<file path="config.mk">
export PLATFORM = sky130hd
export DESIGN_NAME = ram_dual_clear
export DESIGN_NICKNAME = d
export VERILOG_FILES = /design/src/rtl/ram_dual_clear.sv
export SDC_FILE = /design/constraint.sdc
export NUM_CORES = 1
export LEC_CHECK = 0
export CAP_MARGIN = 20
export CORE_MARGIN = 2
export CORE_UTILIZATION = 40
export CTS_BUF_LIST = sky130_fd_sc_hd__clkbuf_4
export DETAILED_ROUTE_END_ITERATION = 8
export SLEW_MARGIN = 20
export SYNTH_ARGS = -nofsm -noshare
export SYNTH_HDL_FRONTEND = slang
export SYNTH_SLANG_ARGS = --single-unit
export TNS_END_PERCENT = 100
</file>
<file path="constraint.sdc">
create_clock -name clock -period 3.3 [get_ports clock]
set_clock_uncertainty 0.2 [all_clocks]
set_input_delay 0.99 -clock clock [delete_from_list [all_inputs] [get_ports clock]]
set_output_delay 0.99 -clock clock [all_outputs]
set_load 0.01 [all_outputs]
</file>
<file path="src/rtl/ram_dual_clear.sv">
// ram_dual_clear
//   RAM with a single write port and READ_PORTS independent registered read
//   ports. A built-in clear sweep writes CLEAR_VALUE to every location after
//   reset release and whenever `clear` is sampled in READY. The array itself
//   has no reset; the sweep is what guarantees defined contents.
//
// Parameters
//   ADDRESS_BITS  address width, depth = 2**ADDRESS_BITS
//   DATA_BITS     word width
//   READ_PORTS    number of read ports (>= 1)
//   CLEAR_VALUE   word written by the sweep
//
// Ports
//   clock        rising-edge clock
//   reset        asynchronous, active-low
//   write        write strobe (READY only)
//   address_in   write address
//   data_in      write data
//   clear        request a full clear sweep (READY only)
//   read         per-port read strobe (READY only)
//   address_out  packed read addresses, port i at [i*ADDRESS_BITS +: ADDRESS_BITS]
//   data_out     packed registered read data, port i at [i*DATA_BITS +: DATA_BITS]
//   valid_out    per-port data_out valid, high for one cycle per accepted read
//   busy         clear sweep in progress; this is the FSM state bit itself
//                (1 = CLEAR, 0 = READY), so it doubles as the state debug view
//
// Handshake: there is no back-pressure. A read strobe in READY is always
// accepted and its data appears with valid_out one edge later; strobes while
// busy=1 (or in the cycle `clear` is asserted) are dropped.
//
// Build option
//   RAM_DUAL_CLEAR_BYPASS_EN  defined: a read hitting the address being
//   written in the same cycle returns data_in (write-first). Undefined: it
//   returns the previous contents (read-first).

module ram_dual_clear #(
  parameter int                   ADDRESS_BITS = 4,
  parameter int                   DATA_BITS    = 8,
  parameter int                   READ_PORTS   = 2,
  parameter logic [DATA_BITS-1:0] CLEAR_VALUE  = '0
) (
  input  logic                               clock,
  input  logic                               reset,
  input  logic                               write,
  input  logic [ADDRESS_BITS-1:0]            address_in,
  input  logic [DATA_BITS-1:0]               data_in,
  input  logic                               clear,
  input  logic [READ_PORTS-1:0]              read,
  input  logic [READ_PORTS*ADDRESS_BITS-1:0] address_out,
  output logic [READ_PORTS*DATA_BITS-1:0]    data_out,
  output logic [READ_PORTS-1:0]              valid_out,
  output logic                               busy
);

  localparam int                      DEPTH     = 1 << ADDRESS_BITS;
  localparam logic [ADDRESS_BITS-1:0] LAST_ADDR = ADDRESS_BITS'(DEPTH - 1);

  typedef enum logic {
    READY = 1'b0,
    CLEAR = 1'b1
  } state_t;

  state_t                  state;
  state_t                  state_next;
  logic [ADDRESS_BITS-1:0] counter;
  logic [DATA_BITS-1:0]    mem [DEPTH];

  logic                    user_we;
  logic                    mem_we;
  logic [ADDRESS_BITS-1:0] mem_waddr;
  logic [DATA_BITS-1:0]    mem_wdata;
  logic [READ_PORTS-1:0]   rd_en;
  logic [DATA_BITS-1:0]    rd_word [READ_PORTS];

  // State register
  always_ff @(posedge clock or negedge reset) begin
    if (!reset) begin
      state <= CLEAR;
    end else begin
      state <= state_next;
    end
  end

  // Next-state logic
  always_comb begin
    state_next = state;
    if (state == CLEAR) begin
      if (counter == LAST_ADDR) begin
        state_next = READY;
      end
    end else begin
      if (clear) begin
        state_next = CLEAR;
      end
    end
  end

  // Output / datapath-control logic
  always_comb begin
    user_we   = 1'b0;
    mem_we    = 1'b0;
    mem_waddr = address_in;
    mem_wdata = data_in;
    rd_en     = '0;
    if (state == CLEAR) begin
      mem_we    = 1'b1;
      mem_waddr = counter;
      mem_wdata = CLEAR_VALUE;
    end else begin
      // A clear request wins over any access issued in the same cycle.
      user_we = write && !clear;
      mem_we  = user_we;
      rd_en   = clear ? '0 : read;
    end
  end

  assign busy = (state == CLEAR);

  // Sweep counter: advances on every CLEAR edge and wraps back to 0 on the
  // final address, so it is already 0 when the next sweep starts.
  always_ff @(posedge clock or negedge reset) begin
    if (!reset) begin
      counter <= '0;
    end else if (state == CLEAR) begin
      counter <= counter + 1'b1;
    end else if (clear) begin
      counter <= '0;
    end
  end

  // Storage array, intentionally without reset.
  always_ff @(posedge clock) begin
    if (mem_we) begin
      mem[mem_waddr] <= mem_wdata;
    end
  end

  // Per-port read word, with optional same-cycle write forwarding.
  always_comb begin
    for (int i = 0; i < READ_PORTS; i++) begin
      rd_word[i] = mem[address_out[i*ADDRESS_BITS +: ADDRESS_BITS]];
`ifdef RAM_DUAL_CLEAR_BYPASS_EN
      if (user_we && (address_in == address_out[i*ADDRESS_BITS +: ADDRESS_BITS])) begin
        rd_word[i] = data_in;
      end
`endif
    end
  end

  // Registered read ports: data holds when a port is not read.
  always_ff @(posedge clock or negedge reset) begin
    if (!reset) begin
      data_out  <= '0;
      valid_out <= '0;
    end else begin
      valid_out <= rd_en;
      for (int i = 0; i < READ_PORTS; i++) begin
        if (rd_en[i]) begin
          data_out[i*DATA_BITS +: DATA_BITS] <= rd_word[i];
        end
      end
    end
  end

endmodule

</file>
==> Word-level counts from Yosys, hierarchy flattened <==
Memories as Yosys holds them, arrays and structs flattened. A register that Yosys moved wholly into a read port is not among the register bits.
Cells that the tools add are included.
{ "op_classes": {"reduce_logical": 5, "muxes": 12, "add_sub_neg": 1, "eq_ne": 1} }
{ "op_table": {"columns": ["operator", "n"], "rows": [
  ["4-bit 2-to-1 mux", 3],
  ["8-bit 2-to-1 mux", 1],
  ["1-bit 2-to-1 mux", 6],
  ["4-bit by 1-bit adder with 4-bit output, second input constant", 1],
  ["4-bit equality test, second input constant", 1],
  ["2-bit 2-to-1 mux", 2],
  ["1-bit logical NOT", 3],
  ["2-bit nonzero test", 1],
  ["1-bit logical AND", 1]
]} }
{ "totals": {"ram_bits": 128, "ff_bits": 7, "mem_count": 1} }
{ "mem_list": {"columns": ["memory", "words", "word_bits", "read_ports", "rd_clocked_by_memory_dff", "write_ports", "line", "text"], "rows": [
  ["mem", 16, 8, 2, 2, 1, "66", "logic [DATA_BITS-1:0] mem [DEPTH];"]
]} }

==> Depth between registers and ports, before layout <==
{ "depth": {"ltp_word": 5, "depth_mapped": 7, "ltp_nobuf": 6} }

==> Least setup slack after synthesis <==
No wires, ideal clock.
{ "synth_path": {"path_type": "in2reg", "startpoint": "in clear", "endpoint": "mem mem[5][0], enable pin", "n_path_buf": 0, "t_required_ns": 2.730, "cell_stages": 4, "setup_slack_ns": 0.644, "arrival_ns": 2.086, "path_cell_list": "or4b_1 o21ai_1 nand2_1 nor2_1"} }
{ "synth_between": {"elab_chain_cells": 5} }
{ "synth_lines": {"columns": ["item", "line", "text"], "rows": [
  ["start, declared", "47", "input logic clear,"],
  ["1-bit logical NOT", "111", "user_we = write && !clear;"],
  ["1-bit logical AND", "111", null],
  ["1-bit 2-to-1 mux", "105", "if (state == CLEAR) begin"],
  ["1-bit 2-to-1 mux", "133", "if (mem_we) begin"],
  ["1-bit 2-to-1 mux (implied by the code)", "134", "mem[mem_waddr] <= mem_wdata;"],
  ["end, declared", "66", null]
]} }
Every way passes these cells.

==> Final worst setup path <==
{ "layout_path": {"startpoint": "reg state (netlist: busy)", "endpoint": "out busy"} }
{ "layout_lines": {"columns": ["item", "line", "text"], "rows": [
  ["start, declared", "63", "state_t state;"],
  ["start signal, assigned", "80", "state <= state_next;"],
  ["end, declared", "52", "output logic busy"]
]} }
No word-level cell between the ends.

==> impl_metrics.env <==
export IMPL_cts_sinks=151
export IMPL_status="completed"
export IMPL_htreeDepth=4
export IMPL_diodes=0
export IMPL_numCtsBuffers=17
export IMPL_rows=48
export IMPL_drt_total_wl_microns=18200
export IMPL_num_vias=4189
export IMPL_synth_top_area_cell="edfxtp_1"
export IMPL_cts_resized=0
export IMPL_pwr_share_seq=0.505
export IMPL_grt_first_pass_wirelength_microns=27100
export IMPL_die_area_sq_um=18800
export IMPL_critPathKind="register to output pin"
export IMPL_crit_family="flip-flops"
export IMPL_drcViolationCount=0
export IMPL_avgViaCountPerCell=5.86
export IMPL_r2r_start="busy"
export IMPL_yosysWarnings=0
export IMPL_antenna_found_initial=0
export IMPL_finalNetCount=504
export IMPL_r2r_cells=5
export IMPL_synthesis_area_sq_um=7080
export IMPL_ant_nets=0
export IMPL_setup_viol=0
export IMPL_p_leak_uw=0.00295
export IMPL_io_buffers=44
export IMPL_syn_nets=435
export IMPL_crit_path_end_kind="output pin"
export IMPL_dp_hpwl_microns=12400
export IMPL_crit_required_ps=2110
export IMPL_worstPathCellList="clkdlybuf4s50_1"
export IMPL_cp_num_buf_inv=1
export IMPL_reg2reg_slack_ps=850
export IMPL_combPwrFrac=0.285
export IMPL_grt_setup_unrepaired="false"
export IMPL_max_freq_mhz=333
export IMPL_synth_edf_count=128
export IMPL_synth_area_top_cells="edfxtp_1 54%, mux4_2 18%, dfrtp_1 7.8%"
export IMPL_ys_async_sr_fraction=0.152
export IMPL_maxCapViolations=0
export IMPL_cp_start_kind="register"
export IMPL_power_frac_clock=0.209
export IMPL_max_slew_worst_pin_slew_ps=774
export IMPL_drtPass1Iterations=4
export IMPL_die_h_microns=137
export IMPL_postSynthAreaPerCell_sq_um=17.3
export IMPL_hold_depth=1
export IMPL_path_clk_slew_ps=120
export IMPL_clk_path_buf_depth=2
export IMPL_intPower_uw=4060
export IMPL_ys_flop_type="edfxtp_1"
export IMPL_critPathArrivalTime_ps=1820
export IMPL_start_util=0.409
export IMPL_period_share=0.911
export IMPL_yosysMostFrequentCell="edfxtp_1"
export IMPL_n_fill_cell=1493
export IMPL_gp_congestion=0.834
export IMPL_clkLatencyLatePin_ps=570
export IMPL_grt_overflow=0
export IMPL_placed_cell_area_sq_um=7910
export IMPL_power_density_nw_per_um2=713
export IMPL_hp_class="register to register"
export IMPL_hold_viol_final=0
export IMPL_holdCritStartpoint="data_out[1]"
export IMPL_synth_distinct_cells=41
export IMPL_wl_per_cell_microns=25.4
export IMPL_hold_end="data_out[1]"
export IMPL_p_switching_uw=1820
export IMPL_ios=45
export IMPL_yosysTopAreaCellShare=0.543
export IMPL_hold_buffers=0
export IMPL_period_needed_ps=3010
export IMPL_final_cell_area_sq_um=8230
export IMPL_slowest_stage="dfstp_2"
export IMPL_final_setup_tns_ps=0
export IMPL_path_max_fanout=11
export IMPL_synth_seq_cells=151
export IMPL_drive_gt1_frac=0.263
export IMPL_r2r_end="mem[13][0]"
export IMPL_finalMaxSlewViolations=0
export IMPL_syn_to_final_growth_pct=16.3
export IMPL_core_sq_um=17300
export IMPL_grt_pass1_vias=4344
export IMPL_drt_iter0_markers=497
export IMPL_cts_tree="built"
export IMPL_grt_max_degree=37
export IMPL_synthTopCellsByCount="128 x edfxtp_1, 55 x mux4_2, 40 x mux2i_1"
export IMPL_synth_cells=408
export IMPL_crit_start="busy"
export IMPL_relSlewSlack=0.482
export IMPL_switching_share=0.309
export IMPL_ir_drop_mv=0.376
export IMPL_critical_path_max_stage_delay_ps=670
export IMPL_die_w_microns=137
export IMPL_post_cts_buffers=0
export IMPL_synth_seq_area_share=0.625
export IMPL_grtUsageTotal=0.209
export IMPL_cts_root_buffer="clkbuf_4"
state kept, by name (all words and copies together), names as in the netlist:
register,cells
data_out,16
busy,1
mem,128
valid_out,2
counter,4
cells in the final DEF, fill, tap and decap left out, types with 3 or more instances in the layout:
cell | netlist | final
bufinv_16 | 0 | 4
nor3_1 | 12 | 12
buf_12 | 2 | 6
nand3b_1 | 4 | 4
o211ai_1 | 4 | 4
a211o_1 | 12 | 12
a21oi_1 | 4 | 4
o21ai_0 | 3 | 3
mux4_1 | 3 | 3
clkinv_1 | 0 | 6
buf_4 | 0 | 27
edfxtp_1 | 128 | 128
nand2_1 | 17 | 17
clkbuf_4 | 0 | 19
nor2b_2 | 0 | 7
mux4_2 | 55 | 55
inv_1 | 4 | 4
dfrtp_1 | 22 | 22
nand3_1 | 6 | 6
buf_2 | 13 | 3
mux2i_1 | 40 | 40
o21ai_1 | 5 | 5
clkdlybuf4s50_1 | 0 | 41
nor2_1 | 30 | 30
cell families after synthesis:
logic type,after synthesis,share of synthesized area
buffers and inverters,33,0.0308
xor gates and xnor gates,1,0.00124
and+or+nand+nor,85,0.0573
muxes,99,0.244
adders and majority gates,1,0.00177
DFF,151,0.625
AOI/OAI and AO/OA,38,0.0398
layout make-up:
type	instances	area, sq um	area share
Sequential cell	151	4420	0.537
Multi-Input combinational cell	224	2450	0.298
Clock inverter	13	160	0.0195
Clock buffer	19	143	0.0173
Tap cell	225	282	0.0342
Timing Repair Buffer	77	748	0.0909
Inverter	6	22.5	0.00274
stage by stage:
stage	hold slack, ps	util	worst slack (ps)	instances	power [uW]
detailed placement	280	0.457	182	683	4680
global placement	277	0.457	235	683	4620
floorplan	295	-	644	408	3840
CTS	309	0.475	250	715	5890
finish	309	0.476	293	715	5870
global route	326	0.476	182	715	6160
power by group through the flow:
stage                     registers [uW]  clock network [uW]  logic [uW]
final                               2970                1230        1680
after global routing                3020                1330        1810
after CTS                           2970                1250        1670
after detailed placement            3010                   0        1670
after global placement              2990                   0        1630
after floorplan                     2920                   0         928
worst max path at each step:
| stage | cells after the start | slack (ps) | end |
|---|---|---|---|
| after detailed placement | 6 | 180 | mem[4][3] |
| after CTS | 1 | 250 | busy |
| after global routing | 1 | 180 | busy |
| final | 1 | 290 | busy |
| after global placement | 6 | 240 | mem[1][6] |
| after floorplan | 4 | 640 | mem[5][0] |
layer usage:
layer,vias to the layer above,global-route usage,share of wire
met5,-,0,0
met4,0,0.0624,0.018
met3,23,0.0681,0.082
met2,179,0.325,0.48
met1,2184,0.282,0.42
li1,1803,-,-
(Power assumes the default switching activity.)
